[config.mk]
export PLATFORM = sky130hd
export DESIGN_NAME = vga_scanout_engine
export DESIGN_NICKNAME = d
export VERILOG_FILES = /design/src/rtl/vga_scanout_engine.sv
export SDC_FILE = /design/constraint.sdc
export NUM_CORES = 1
export LEC_CHECK = 0
export ABC_CLOCK_PERIOD_IN_PS = 24200
export BUFFER_PORTS_ARGS = -buffer_cell sky130_fd_sc_hd__buf_2
export CAP_MARGIN = 40
export CORE_AREA = 2 2 393 395
export DETAILED_ROUTE_END_ITERATION = 10
export DIE_AREA = 0 0 395 397
export PLACE_DENSITY = 0.3
export SLEW_MARGIN = 15
export SYNTH_ARGS = -nofsm -noshare
export SYNTH_HDL_FRONTEND = slang
export SYNTH_SLANG_ARGS = --single-unit
[constraint.sdc]
create_clock -name iVGA_CLK -period 24.2 [get_ports iVGA_CLK]
set_input_delay 6.05 -clock iVGA_CLK [delete_from_list [all_inputs] [get_ports iVGA_CLK]]
set_output_delay 6.05 -clock iVGA_CLK [all_outputs]
set_load 0.005 [all_outputs]
[src/rtl/vga_scanout_engine.sv]
// VGA scanout core: timing, scaled pixel addressing, frame-latched mode/state,
// mode mux into the palette and delay-matched sync, blank and colour.
module vga_scanout_engine #(
    parameter int H_ACTIVE    = 640,
    parameter int H_FP        = 16,
    parameter int H_SYNC      = 96,
    parameter int H_BP        = 48,
    parameter int V_ACTIVE    = 480,
    parameter int V_FP        = 10,
    parameter int V_SYNC      = 2,
    parameter int V_BP        = 33,
    parameter int SCALE_SHIFT = 0,
    parameter int ADDR_W      = 19,
    parameter int N_MODES     = 8,
    parameter int N_CH        = 10,
    parameter int IMG_LAT     = 1,
    parameter int PAL_LAT     = 1,
    localparam int MODE_W     = (N_MODES > 1) ? $clog2(N_MODES) : 1
) (
    input  logic                      iVGA_CLK,
    input  logic                      reset,
    input  logic [MODE_W-1:0]         mode_in,
    input  logic [N_CH*32-1:0]        ch_in,
    output logic [N_CH*32-1:0]        ch_frame,
    output logic [MODE_W-1:0]         mode_frame,
    output logic [15:0]               frame_cnt,
    output logic [ADDR_W-1:0]         cur_addr,
    output logic [10:0]               pix_x,
    output logic [9:0]                pix_y,
    input  logic [N_MODES*ADDR_W-1:0] mode_addr_in,
    input  logic [N_MODES*8-1:0]      mode_index_in,
    output logic [ADDR_W-1:0]         addr_imgmem,
    input  logic [7:0]                q_imgmem,
    output logic [7:0]                pal_addr,
    input  logic [23:0]               pal_q,
    output logic                      oHS,
    output logic                      oVS,
    output logic                      oBLANK_n,
    output logic [7:0]                b_data,
    output logic [7:0]                g_data,
    output logic [7:0]                r_data
);

    localparam int H_TOTAL = H_ACTIVE + H_FP + H_SYNC + H_BP;
    localparam int V_TOTAL = V_ACTIVE + V_FP + V_SYNC + V_BP;
    localparam int L       = IMG_LAT + PAL_LAT + 1;

    localparam logic [10:0] H_LAST = 11'(H_TOTAL - 1);
    localparam logic [10:0] H_ACT  = 11'(H_ACTIVE);
    localparam logic [10:0] HS_BEG = 11'(H_ACTIVE + H_FP);
    localparam logic [10:0] HS_END = 11'(H_ACTIVE + H_FP + H_SYNC);
    localparam logic [9:0]  V_LAST = 10'(V_TOTAL - 1);
    localparam logic [9:0]  V_ACT  = 10'(V_ACTIVE);
    localparam logic [9:0]  VS_BEG = 10'(V_ACTIVE + V_FP);
    localparam logic [9:0]  VS_END = 10'(V_ACTIVE + V_FP + V_SYNC);

    localparam logic [ADDR_W-1:0] LINE_W = ADDR_W'(H_ACTIVE >> SCALE_SHIFT);

    logic [10:0]       h, h_n;
    logic [9:0]        v, v_n;
    logic [ADDR_W-1:0] line_base, lb_n, addr_n;
    logic              de, de_n, hs_c, vs_c, fb;
    logic [2:0]        dly [L];
    logic [23:0]       colour;
    logic              unused_q;

    // q_imgmem is consumed by the external per-mode index logic only
    assign unused_q = ^q_imgmem;

    assign de   = (h < H_ACT) && (v < V_ACT);
    assign hs_c = !((h >= HS_BEG) && (h < HS_END));
    assign vs_c = !((v >= VS_BEG) && (v < VS_END));
    assign fb   = (h == 11'd0) && (v == V_ACT);

    // line_base steps by one scaled line width whenever v>>SCALE_SHIFT moves
    always_comb begin
        h_n  = h + 11'd1;
        v_n  = v;
        lb_n = line_base;
        if (h == H_LAST) begin
            h_n = '0;
            if (v == V_LAST) begin
                v_n  = '0;
                lb_n = '0;
            end else begin
                v_n = v + 10'd1;
                if ((v_n >> SCALE_SHIFT) != (v >> SCALE_SHIFT))
                    lb_n = line_base + LINE_W;
            end
        end
        de_n   = (h_n < H_ACT) && (v_n < V_ACT);
        addr_n = lb_n + ADDR_W'(h_n >> SCALE_SHIFT);
    end

    always_ff @(posedge iVGA_CLK or posedge reset) begin
        if (reset) begin
            h         <= '0;
            v         <= '0;
            line_base <= '0;
            cur_addr  <= '0;
            pix_x     <= '0;
            pix_y     <= '0;
        end else begin
            h         <= h_n;
            v         <= v_n;
            line_base <= lb_n;
            if (de_n) begin
                cur_addr <= addr_n;
                pix_x    <= h_n;
                pix_y    <= v_n;
            end
        end
    end

    always_ff @(posedge iVGA_CLK or posedge reset) begin
        if (reset) begin
            mode_frame <= '0;
            ch_frame   <= '0;
            frame_cnt  <= '0;
        end else if (fb) begin
            mode_frame <= mode_in;
            ch_frame   <= ch_in;
            frame_cnt  <= frame_cnt + 16'd1;
        end
    end

    // unknown modes fall back to mode 0
    always_comb begin
        addr_imgmem = mode_addr_in[0 +: ADDR_W];
        pal_addr    = mode_index_in[0 +: 8];
        for (int k = 1; k < N_MODES; k++) begin
            if (int'(mode_frame) == k) begin
                addr_imgmem = mode_addr_in[k*ADDR_W +: ADDR_W];
                pal_addr    = mode_index_in[k*8 +: 8];
            end
        end
    end

    // dly[k] holds {hs, vs, de} delayed k+1 cycles
    always_ff @(posedge iVGA_CLK or posedge reset) begin
        if (reset) begin
            for (int k = 0; k < L; k++)
                dly[k] <= 3'b110;
            colour <= '0;
        end else begin
            dly[0] <= {hs_c, vs_c, de};
            for (int k = 1; k < L; k++)
                dly[k] <= dly[k-1];
            colour <= dly[L-2][0] ? pal_q : 24'd0;
        end
    end

    assign oHS      = dly[L-1][2];
    assign oVS      = dly[L-1][1];
    assign oBLANK_n = dly[L-1][0];
    assign b_data   = colour[23:16];
    assign g_data   = colour[15:8];
    assign r_data   = colour[7:0];

endmodule

; ---- After elaboration in Yosys (flattened, before gate mapping)
; Index checks and enable logic that the tools add are counted.
[classes]
n_reduce_logical = 8
mux = 21
n_bitwise = 0
eq_ne = 11
add_sub_neg = 5
shifts = 0
div = 0
n_lt_le_gt_ge = 8
n_mul = 0
[op_table]
columns = cell, count
row1 = $mux W19, 10
row2 = $mux W8, 7
row3 = $lt A11 B10 Y1 const B, 3
row4 = $lt A10 B9 Y1 const B, 3
row5 = $mux W24, 1
row6 = $mux W10, 2
row7 = $add A19 B10 Y19 const B, 1
row8 = $add A19 B11 Y19, 1
row9 = $add A16 B1 Y16 const B, 1
row10 = $eq A3 B3 Y1 const B, 4
row11 = $add A11 B1 Y11 const B, 1
row12 = $eq A11 B10 Y1 const B, 1
row13 = $ge A11 B10 Y1 const B, 1
row14 = $logic_not A11 Y1, 1
row15 = $mux W11, 1
row16 = $add A10 B1 Y10 const B, 1
row17 = $eq A10 B10 Y1 const B, 1
row18 = $eq A10 B9 Y1 const B, 1
row19 = $ge A10 B9 Y1 const B, 1
row20 = $ne A10 B10 Y1, 1
row21 = $eq A3 B2 Y1 const B, 2
row22 = $logic_and A1 B1 Y1, 5
row23 = $eq A3 B1 Y1 const B, 1
row24 = $logic_not A1 Y1, 2
[word_totals]
mem_count = 0
ff_bits = 452
in_bits = 573
latchBits = 0
mem_bits_rw = 0
word_cells = 66
mem_bits_ro = 0

; ---- Logic depth before layout (Yosys ltp)
; Gate-level depths: netlist (run 1).
[logic_depth]
word_depth = 8
mapped_depth = 19
mapped_depth_nobuf = 16

; ---- Worst setup path before layout (run 1)
; No wires, ideal clock.
[synth_timing]
path_type = input to output
startpoint = in mode_index_in[11]
endpoint = out pal_addr[3]
cell_stages = 6
slack_ns = 11.389
arrival_time_ns = 6.761
required_ns = 18.150
cell_sequence = mux2i_1 -> nand2_1 -> o211ai_1 -> a311oi_1 -> a21oi_1 -> o21ai_0
[synth_via]
elab_chain_cells = 7
[synth_rtl]
columns = element, line
row1 = "start, declared", 31  ; input logic [N_MODES*8-1:0] mode_index_in,
row2 = $mux W8 (7 in series), 132  ; if (int'(mode_frame) == k) begin
row3 = "end, declared", 34  ; output logic [7:0] pal_addr,
; No other way between the ends.

; ---- Final worst setup path (run 1)
[layout_timing]
startpoint = in mode_addr_in[76]
endpoint = out addr_imgmem[0]
[layout_via]
elab_chain_cells = 4
[layout_rtl]
columns = element, line
row1 = "start, declared", 30  ; input logic [N_MODES*ADDR_W-1:0] mode_addr_in,
row2 = $mux W19 (4 in series), 132
row3 = "end, declared", 32  ; output logic [ADDR_W-1:0] addr_imgmem,
; No other way between the ends.

==> results of run 1 <==
[kinds of logic after synthesis]
| family | after synthesis |
|---|---|
| and+or+nand+nor | 1269 |
| DFF | 452 |
| AOI/OAI and AO/OA | 191 |
| buffers and inverters | 142 |
| muxes | 54 |
| xor gates and xnor gates | 52 |
| adders and majority gates | 18 |
[path summary, 6_finish.rpt]
check | start | to | slack, ns | depth (start not counted)
max in group asynchronous | reset | ch_frame[249] | 16.36 | 8
min in group asynchronous | reset | ch_frame[109] | 5.30 | 2
setup reg to reg | h[7] | cur_addr[17] | 19.21 | 12
hold / removal | dly[6] | dly[3] | 0.35 | 0
setup / recovery | mode_addr_in[76] | addr_imgmem[0] | 10.52 | 7
hold reg to reg | dly[6] | dly[3] | 0.35 | 0
[metrics by stage]
stage               util [%]  setup slack (ns)
floorplan                  -              5.56
global placement        17.6             10.23
detailed placement      17.8             10.45
CTS                     19.1             10.46
global route            19.1             10.49
finish                  19.1             10.52
[registers in the layout (all words and copies together) (netlist names), 11 cells and up]
name	flops
ch_frame	320
colour	24
cur_addr	19
frame_cnt	16
h	11
line_base	19
pix_x	11
[where the power goes]
part	internal (mW)	total (mW)	leakage, nW	switching [mW]
combinational	0.0442	0.0868	8.02	0.0426
sequential	0.758	0.759	4.49	0.000506
clock	0.538	0.920	0.972	0.381
total	1.34	1.77	13.5	0.424
[area by class of cell]
class                           instances  area, sq um  share of cell area (%)
Timing Repair Buffer                 1038         5490                    18.8
Multi-Input combinational cell       1584         7820                    26.7
Clock inverter                         15          240                   0.821
Sequential cell                       452        11300                    38.7
Inverter                               14         61.3                   0.209
Clock buffer                           91         1780                    6.08
Antenna cell                            2         5.00                  0.0171
Tap cell                             2044         2560                    8.74
[cell usage in the layout, fill, tap and decap left out, types with 30 or more instances in the layout]
cell,Yosys,final
nor2b_1,38,38
xnor2_1,33,33
nor2_1,39,39
buf_2,6,997
buf_4,3,30
a21oi_1,40,40
clkbuf_16,0,61
o21ai_0,44,44
dfrtp_1,446,445
nand2_1,1079,1078
[metal layers]
metal	vias up	global-route usage, %
li1	8966	-
met1	8920	12.7
met2	538	23.8
met3	124	3.11
met4	10	2.91
met5	-	0
[critical path, delay by kind of cell]
kind                   cells  cell delay (ns)
buffers and inverters      2             0.29
and+or+nand+nor            1             0.13
AOI/OAI and AO/OA          4             1.17
==> impl_metrics.env, run 1 <==
export IMPL_routedWlPerCell_um=18.9
export IMPL_synthSimpleGateAreaFrac_pct=26.6
export IMPL_h_tree_depth=2
export IMPL_power_leakage_nw=13.5
export IMPL_synth_nets=2769
export IMPL_fin_crit_ns=13.68
export IMPL_placed_cells=5131
export IMPL_antenna_found_initial=12
export IMPL_synth_yosys_seq_area_share_pct=57.5
export IMPL_cts_num_sinks=452
export IMPL_root_buffer="clkbuf_16"
export IMPL_crit_top_cell="buf_2"
export IMPL_ctsHoldBuffers=0
export IMPL_grt_setup_unrepaired="no"
export IMPL_netlist_instances=2178
export IMPL_highest_layer="met5"
export IMPL_grt_pass1_vias=19134
export IMPL_ir_drop_uv=57.5
export IMPL_final_area_sq_um=29300
export IMPL_clockBufferDepth=3
export IMPL_hold_ws_ns=0.347
export IMPL_die_h_um=397
export IMPL_async_flop_share_pct=100
export IMPL_drive_gt1_share_pct=36.2
export IMPL_hold_path_class="flop to flop"
export IMPL_layout_cells_non_filler=5240
export IMPL_synth_area_sq_um=19700
export IMPL_drt_pass1_iterations=5
export IMPL_status="completed"
export IMPL_end_kind="output pin"
export IMPL_synthAdderAreaFrac_pct=1.18
export IMPL_vias_per_cell=3.54
export IMPL_die_width_um=395
export IMPL_grt_start_max_net_pins=162
export IMPL_required_ns=18.15
export IMPL_placed_area_sq_um=27200
export IMPL_row_count=144
export IMPL_initialDrtViolationCount=834
export IMPL_crit_fanout=1
export IMPL_p_total_mw=1.77
export IMPL_synth_top_family_by_area="simple AND/OR/NAND/NOR gates"
export IMPL_crit_chain="buf_2, nor2b_1, a211oi_1, a311oi_1, a21oi_1, o21ai_0, buf_2"
export IMPL_critPathSlowestCell="a211oi_1"
export IMPL_slew_viol_final=0
export IMPL_n_fill_cell=17331
export IMPL_worst_slew_pin_slew_ns=1.08
export IMPL_final_setup_skew_ns=0.0420
export IMPL_synthTopCellsByCount="nand2_1 (1079), dfrtp_1 (446), clkbuf_1 (114), o21ai_0 (44), a21oi_1 (40)"
export IMPL_cpPeakStageDelay_ns=0.75
export IMPL_yosys_warnings=0
export IMPL_syn_to_final_growth_pct=48.7
export IMPL_wl_met1_mm=36.1
export IMPL_fmax_mhz=73.1
export IMPL_io_buffers=997
export IMPL_synth_compound_area_share_pct=6.57
export IMPL_cts_tree="built"
export IMPL_hold_viol=0
export IMPL_grt_use_total_pct=12.1
export IMPL_postCtsSetupBuffers=0
export IMPL_synthXorXnorAreaFrac_pct=2.31
export IMPL_cts_resized_gates=0
export IMPL_synth_ff_type="dfrtp_1"
export IMPL_synthDistinctLibCells=63
export IMPL_drt_total_wl_mm=99.0
export IMPL_vias=18558
export IMPL_avgSynthCellArea_sq_um=9.04
export IMPL_antenna_left=0
export IMPL_power_density_nw_per_um2=60.3
export IMPL_period_share_pct=56.5
export IMPL_start_util_pct=12.9
export IMPL_synth_top_cell_by_area="dfrtp_1"
export IMPL_synthMostInstantiatedCell="nand2_1"
export IMPL_place_gp_congestion=0.821
export IMPL_synth_top_area_share_pct=56.7
export IMPL_cts_buffers=61
export IMPL_nNetsFinal=3742
export IMPL_synth_mux_area_fraction_pct=2.91
export IMPL_grt_overflow_total=0
export IMPL_cap_viol_max_count=0
export IMPL_critPathLaunchType="primary input"
export IMPL_setup_violations_final=0
export IMPL_dp_hpwl_mm=76.9
export IMPL_drc=0
export IMPL_arrival_ns=7.63
export IMPL_synth_seq_cells=452
export IMPL_tns_ns=0
export IMPL_clock_latency_ns=0.68
export IMPL_core_area_sq_um=153000
export IMPL_clkTransAtPathRegs_ns=0.06
export IMPL_dr_wl_met2_mm=55.0
export IMPL_wl_met3_mm=5.71
export IMPL_synth_area_leaders="dfrtp_1 (57%), nand2_1 (21%), clkbuf_1 (2.2%)"
export IMPL_die_area_sq_um=157000
export IMPL_synth_edf_count=0
export IMPL_relSlewSlack_pct=27.9
export IMPL_grt_pass1_wl_mm=140
export IMPL_ios=1006
export IMPL_crit_type="primary input to output pin"
Note: power is estimated with default switching activity, not from simulation.
==> run 2: changes to the inputs <==
- ABC_AREA: unset -> 1
- ABC_CLOCK_PERIOD_IN_PS: 24200 -> 11300
- CORE_AREA: 2 2 393 395 -> 2 2 388 390
- DIE_AREA: 0 0 395 397 -> 0 0 390 392
- PLACE_DENSITY: 0.3 -> 0.31
- clock period: 24.2 -> 11.3 ns (I/O delays scaled with it)
==> run 2 against run 1 <==
Against the previous run:
- cell count grew 5.4%
- highest routed layer unchanged
- sequential power grew 110%
- critical endpoint is now pal_addr[6]
- first-iteration DRC count grew 32%
- sequential share of layout area shrank 0.24 points
- total power grew 120%
- largest cell class unchanged
- worst hold slack gained 0.0019 ns
- largest power group unchanged
==> impl_metrics.env, run 2 <==
export IMPL_postCtsSetupBuffers=0
export IMPL_grt_pass1_vias=19736
export IMPL_drt_total_wl_mm=98.9
export IMPL_grt_start_max_net_pins=180
export IMPL_slew_viol_final=0
export IMPL_synthMostInstantiatedCell="nand2_1"
export IMPL_drc=0
export IMPL_end_kind="output pin"
export IMPL_status="completed"
export IMPL_drt_pass1_iterations=4
export IMPL_avgSynthCellArea_sq_um=7.92
export IMPL_start_util_pct=13.6
export IMPL_die_area_sq_um=153000
export IMPL_required_ns=8.48
export IMPL_synth_yosys_seq_area_share_pct=55.9
export IMPL_regArea_sq_um=11300
export IMPL_relSlewSlack_pct=31.8
export IMPL_syn_to_final_growth_pct=45.6
export IMPL_ctsHoldBuffers=0
export IMPL_async_flop_share_pct=100
export IMPL_hold_viol=0
export IMPL_final_common_cell="nand2_1"
export IMPL_cts_tree="built"
export IMPL_cts_buffers=60
export IMPL_fmax_mhz=136
export IMPL_crit_top_cell="nand2_1"
export IMPL_synth_area_sq_um=20200
export IMPL_critPathSlowestCell="o21ai_1"
export IMPL_multi_input_area_sq_um=7920
export IMPL_root_buffer="clkbuf_16"
export IMPL_n_fill_cell=16963
export IMPL_final_setup_skew_ns=0.0642
export IMPL_yosys_warnings=0
export IMPL_layout_common_cells="nand2_1 (1388), buf_2 (997), dfrtp_1 (446), nor2_1 (121), inv_1 (119)"
export IMPL_hold_path_class="flop to flop"
export IMPL_grt_use_met2_pct=21.0
export IMPL_synth_nets=3145
export IMPL_top_usage_layer="met2"
export IMPL_antenna_left=0
export IMPL_die_h_um=392
export IMPL_grt_use_total_pct=12.3
export IMPL_cts_resized_gates=0
export IMPL_initialDrtViolationCount=1100
export IMPL_crit_fanout=1
export IMPL_fin_crit_ns=7.33
export IMPL_reg_top3="ch_frame x320, colour x24"
export IMPL_place_gp_congestion=0.844
export IMPL_use_met3_pct=4.13
export IMPL_ir_drop_uv=122
export IMPL_critPathLaunchType="primary input"
export IMPL_dp_hpwl_mm=74.2
export IMPL_synth_top_cell_by_area="dfrtp_1"
export IMPL_drive_gt1_share_pct=32.3
export IMPL_power_density_nw_per_um2=131
export IMPL_clkTransAtPathRegs_ns=0.06
export IMPL_antenna_found_initial=24
export IMPL_synth_edf_count=0
export IMPL_crit_start="mode_index_in[6]"
export IMPL_top_register="ch_frame"
export IMPL_core_area_sq_um=149000
export IMPL_period_share_pct=64.9
export IMPL_die_width_um=390
export IMPL_row_count=142
export IMPL_cpPeakStageDelay_ns=0.38
export IMPL_grtUsageMet1_pct=14.9
export IMPL_crit_type="primary input to output pin"
export IMPL_grt_overflow_total=0
export IMPL_hold_start="dly[6]"
export IMPL_grt_setup_unrepaired="no"
export IMPL_tns_ns=0
export IMPL_synth_top_area_share_pct=55.2
export IMPL_final_area_sq_um=29500
export IMPL_crit_chain="buf_2, nand2_1, nand3_1, o21ai_0, nand2_1, o211ai_1, nand2_1, o21ai_1, nand2_1, nand2_1, nand2_1, buf_2"
export IMPL_netlist_instances=2554
export IMPL_nNetsFinal=4112
export IMPL_io_buffers=997
export IMPL_synth_area_leaders="dfrtp_1 (55%), nand2_1 (26%), nor2_1 (2.3%)"
export IMPL_r2r_start="v[0]"
export IMPL_clockBufferDepth=3
export IMPL_power_leakage_nw=14.4
export IMPL_clock_latency_ns=0.67
export IMPL_vias_per_cell=3.59
export IMPL_utilization_pct=19.8
export IMPL_placed_area_sq_um=27400
export IMPL_synth_seq_cells=452
export IMPL_arrival_ns=4.51
export IMPL_routedWlPerCell_um=17.9
export IMPL_grt_pass1_wl_mm=140
export IMPL_p_total_mw=3.86
export IMPL_cap_viol_max_count=0
export IMPL_synthDistinctLibCells=41
export IMPL_worst_slew_pin_slew_ns=1.02
export IMPL_path_buf_inv=2
export IMPL_h_tree_depth=2
export IMPL_vias=19838
export IMPL_synthTopCellsByCount="nand2_1 (1389), dfrtp_1 (446), nor2_1 (123), inv_1 (120), o21ai_0 (88)"
export IMPL_largest_reg_flops=320
export IMPL_ios=1006
export IMPL_cts_num_sinks=452
export IMPL_critPathTopFamily="compound AO/OA/AOI/OAI gates"
export IMPL_setup_violations_final=0
export IMPL_synth_ff_type="dfrtp_1"
## run 2: per-layer routing
layer / wire length, um / part of all wire [%] / vias to the layer above
met3: 7910 / 8.0 / 119
li1: - / - / 9859
met5: 110 / 0.11 / -
met1: 41000 / 42 / 9199
met2: 48000 / 49 / 645
met4: 1790 / 1.8 / 16
## run 2: power breakdown
part | total [mW] | internal [mW] | switching [mW]
logic | 0.260 | 0.112 | 0.148
registers | 1.63 | 1.62 | 0.00210
clock network | 1.98 | 1.17 | 0.807
## run 2: worst paths after layout
check / depth (start not counted) / slack [ns] / to
min reg2reg: 0 / 0.35 / dly[3]
min in group asynchronous: 3 / 2.33 / cur_addr[14]
max reg2reg: 20 / 7.26 / cur_addr[16]
max: 12 / 3.97 / pal_addr[6]
min: 0 / 0.35 / dly[3]
max in group asynchronous: 5 / 6.77 / ch_frame[112]
## run 2: kinds of logic after synthesis
| family | Yosys count | share of synthesized area, % |
|---|---|---|
| AND/OR/NAND/NOR | 1633 | 31.4 |
| flip-flops | 452 | 55.9 |
| buffers and inverters | 245 | 5.03 |
| AO/OA/AOI/OAI | 175 | 5.10 |
| XOR/XNOR | 31 | 1.34 |
| adder cells (fa/ha/maj) | 18 | 1.15 |
## run 2: metrics by stage
step	cells	hold WS (ns)	setup WS [ns]
floorplan	2554	0.331	2.37
detailed placement	5403	0.340	3.87
global placement	5403	0.334	3.78
CTS	5514	0.354	3.87
finish	5524	0.349	3.97
global route	5518	0.358	3.75
## run 2: cell type report
type / count / area share [%]
tap: 1944 / 8.26
antenna: 10 / 0.0849
clock inverter: 17 / 0.875
inverter: 129 / 1.68
clock buffer: 94 / 6.04
sequential: 452 / 38.4
multi-input combinational: 1857 / 26.9
timing repair buffer: 1021 / 17.8
==> run 3: changes to the inputs <==
- ABC_CLOCK_PERIOD_IN_PS: 11300 -> 7100
- CORE_AREA: 2 2 388 390 -> 2 2 386 388
- DIE_AREA: 0 0 390 392 -> 0 0 388 390
- PLACE_DENSITY: 0.31 -> 0.3
- clock period: 11.3 -> 7.1 ns (I/O delays scaled with it)
==> run 3 against run 2 <==
Against the previous run:
- die area down 1.0%
- sequential cell count stayed put
- via count is 1.0% higher
- sequential share of layout area fell by 0.29 points
- register-to-register slack got worse by 4.2 ns
- sequential power rose by 59%
- critical endpoint is now pal_addr[2]
- largest power group unchanged
==> impl_metrics.env, run 3 (same netlist as run 2, synthesis figures left out) <==
export IMPL_clkPwrFrac_pct=51.6
export IMPL_top_usage_layer="met2"
export IMPL_required_ns=5.33
export IMPL_ir_drop_uv=197
export IMPL_critPathLaunchType="flop"
export IMPL_reg_top3="ch_frame x320, colour x24"
export IMPL_cts_tree="built"
export IMPL_final_setup_skew_ns=0.0486
export IMPL_die_h_um=390
export IMPL_place_ws_ns=1.97
export IMPL_vias_per_cell=3.62
export IMPL_antenna_found_initial=54
export IMPL_crit_fanout=16
export IMPL_place_gp_congestion=0.856
export IMPL_clkTransAtPathRegs_ns=0.06
export IMPL_io_buffers=997
export IMPL_power_frac_seq_pct=41.6
export IMPL_use_met3_pct=4.86
export IMPL_setup_violations_final=0
export IMPL_grt_overflow_total=0
export IMPL_grt_use_total_pct=13.1
export IMPL_grt_pass1_wl_mm=146
export IMPL_drc=0
export IMPL_cts_buffers=60
export IMPL_die_area_sq_um=151000
export IMPL_clock_latency_ns=0.67
export IMPL_postCtsSetupBuffers=0
export IMPL_fin_crit_ns=5.85
export IMPL_root_buffer="clkbuf_16"
export IMPL_cap_viol_max_count=0
export IMPL_drt_pass1_iterations=5
export IMPL_fmax_mhz=171
export IMPL_power_leakage_nw=14.5
export IMPL_tns_ns=0
export IMPL_period_share_pct=82.4
export IMPL_largest_reg_flops=320
export IMPL_initialDrtViolationCount=1014
export IMPL_worst_slew_pin_slew_ns=0.970
export IMPL_grtUsageMet1_pct=15.1
export IMPL_grt_use_met2_pct=22.4
export IMPL_arrival_ns=4.08
export IMPL_worst_r2r_setup_slack_ns=3.10
export IMPL_relSlewSlack_pct=35.3
export IMPL_nNetsFinal=4127
export IMPL_syn_to_final_growth_pct=46.7
export IMPL_grt_start_max_net_pins=134
export IMPL_antenna_left=0
export IMPL_regArea_sq_um=11300
export IMPL_placed_area_sq_um=27600
export IMPL_hold_path_class="flop to flop"
export IMPL_slew_viol_final=0
export IMPL_end_kind="output pin"
export IMPL_cts_num_sinks=452
export IMPL_routedWlPerCell_um=18.6
export IMPL_ios=1006
export IMPL_grt_setup_unrepaired="no"
export IMPL_vias=20036
export IMPL_layout_common_cells="nand2_1 (1388), buf_2 (999), dfrtp_1 (446), nor2_1 (121), inv_1 (119)"
export IMPL_status="completed"
export IMPL_dp_hpwl_mm=79.1
export IMPL_utilization_pct=20.2
export IMPL_drt_total_wl_mm=103
export IMPL_power_density_nw_per_um2=210
export IMPL_final_area_sq_um=29700
export IMPL_final_common_cell="nand2_1"
export IMPL_p_total_mw=6.22
export IMPL_h_tree_depth=2
export IMPL_multi_input_area_sq_um=7920
export IMPL_drive_gt1_share_pct=32.7
export IMPL_switching_share_pct=24.4
export IMPL_start_util_pct=13.8
export IMPL_crit_type="flop to output pin"
export IMPL_finalWorstSetupSlack_ns=1.25
export IMPL_clockBufferDepth=3
export IMPL_cts_resized_gates=0
export IMPL_n_fill_cell=16857
export IMPL_ctsHoldBuffers=0
export IMPL_combPwrFrac_pct=6.8
export IMPL_row_count=141
export IMPL_core_area_sq_um=147000
export IMPL_p_int_mw=4.70
export IMPL_p_sw_mw=1.52
export IMPL_top_register="ch_frame"
export IMPL_die_width_um=388
export IMPL_hold_viol=0
export IMPL_grt_pass1_vias=20560
[run 3: routing by layer]
layer	part of all wire [%]	up-vias	wire length (um)
met4	2.6	34	2670
li1	-	9894	-
met1	40	9250	41000
met3	8.6	172	8870
met2	49	686	50000
met5	0.21	-	216
[run 3: per-stage QoR]
step           instances  hold WS (ns)
2_1_floorplan       2554         0.331
3_3_place_gp        5397         0.343
3_5_place_dp        5404         0.338
4_1_cts             5513         0.355
5_1_grt             5525         0.360
6_report            5533         0.353
[run 3: critical path, stage by stage (launching register included)]
cell and delay [ns]:
dfrtp_1 0.38, inv_2 0.10, nor2_2 0.55, buf_4 0.35, inv_1 0.10, nor2_1 0.10
clkinv_1 0.56, o211ai_1 0.32, nand2_1 0.07, o21ai_0 0.11, buf_2 0.26, buf_4 0.15
nand2_1 0.05, nand2_1 0.10, nand2_1 0.08, buf_2 0.13
[run 3: worst paths after layout]
check                      cells past startpoint            end           from
max                                           15    pal_addr[2]  mode_frame[2]
min                                            0         dly[5]         dly[8]
max reg2reg                                   20   cur_addr[16]           v[0]
min reg2reg                                    0         dly[5]         dly[8]
max in group asynchronous                      4   ch_frame[33]          reset
min in group asynchronous                      2  ch_frame[263]          reset
[run 3: final cells by class]
class	count	share of cell area (%)
Antenna cell	20	0.169
Clock buffer	93	6.12
Clock inverter	16	0.868
Inverter	129	1.67
Multi-Input combinational cell	1857	26.7
Sequential cell	452	38.1
Tap cell	1930	8.14
Timing Repair Buffer	1036	18.2
[run 3: power by group through the flow]
stage          Clock [mW]  Combinational (mW)  Sequential (mW)
2_1_floorplan           0               0.146             2.64
3_3_place_gp            0               0.435             2.63
3_5_place_dp            0               0.437             2.63
4_1_cts              3.36               0.438             2.59
5_1_grt              3.45               0.482             2.59
6_report             3.21               0.425             2.59
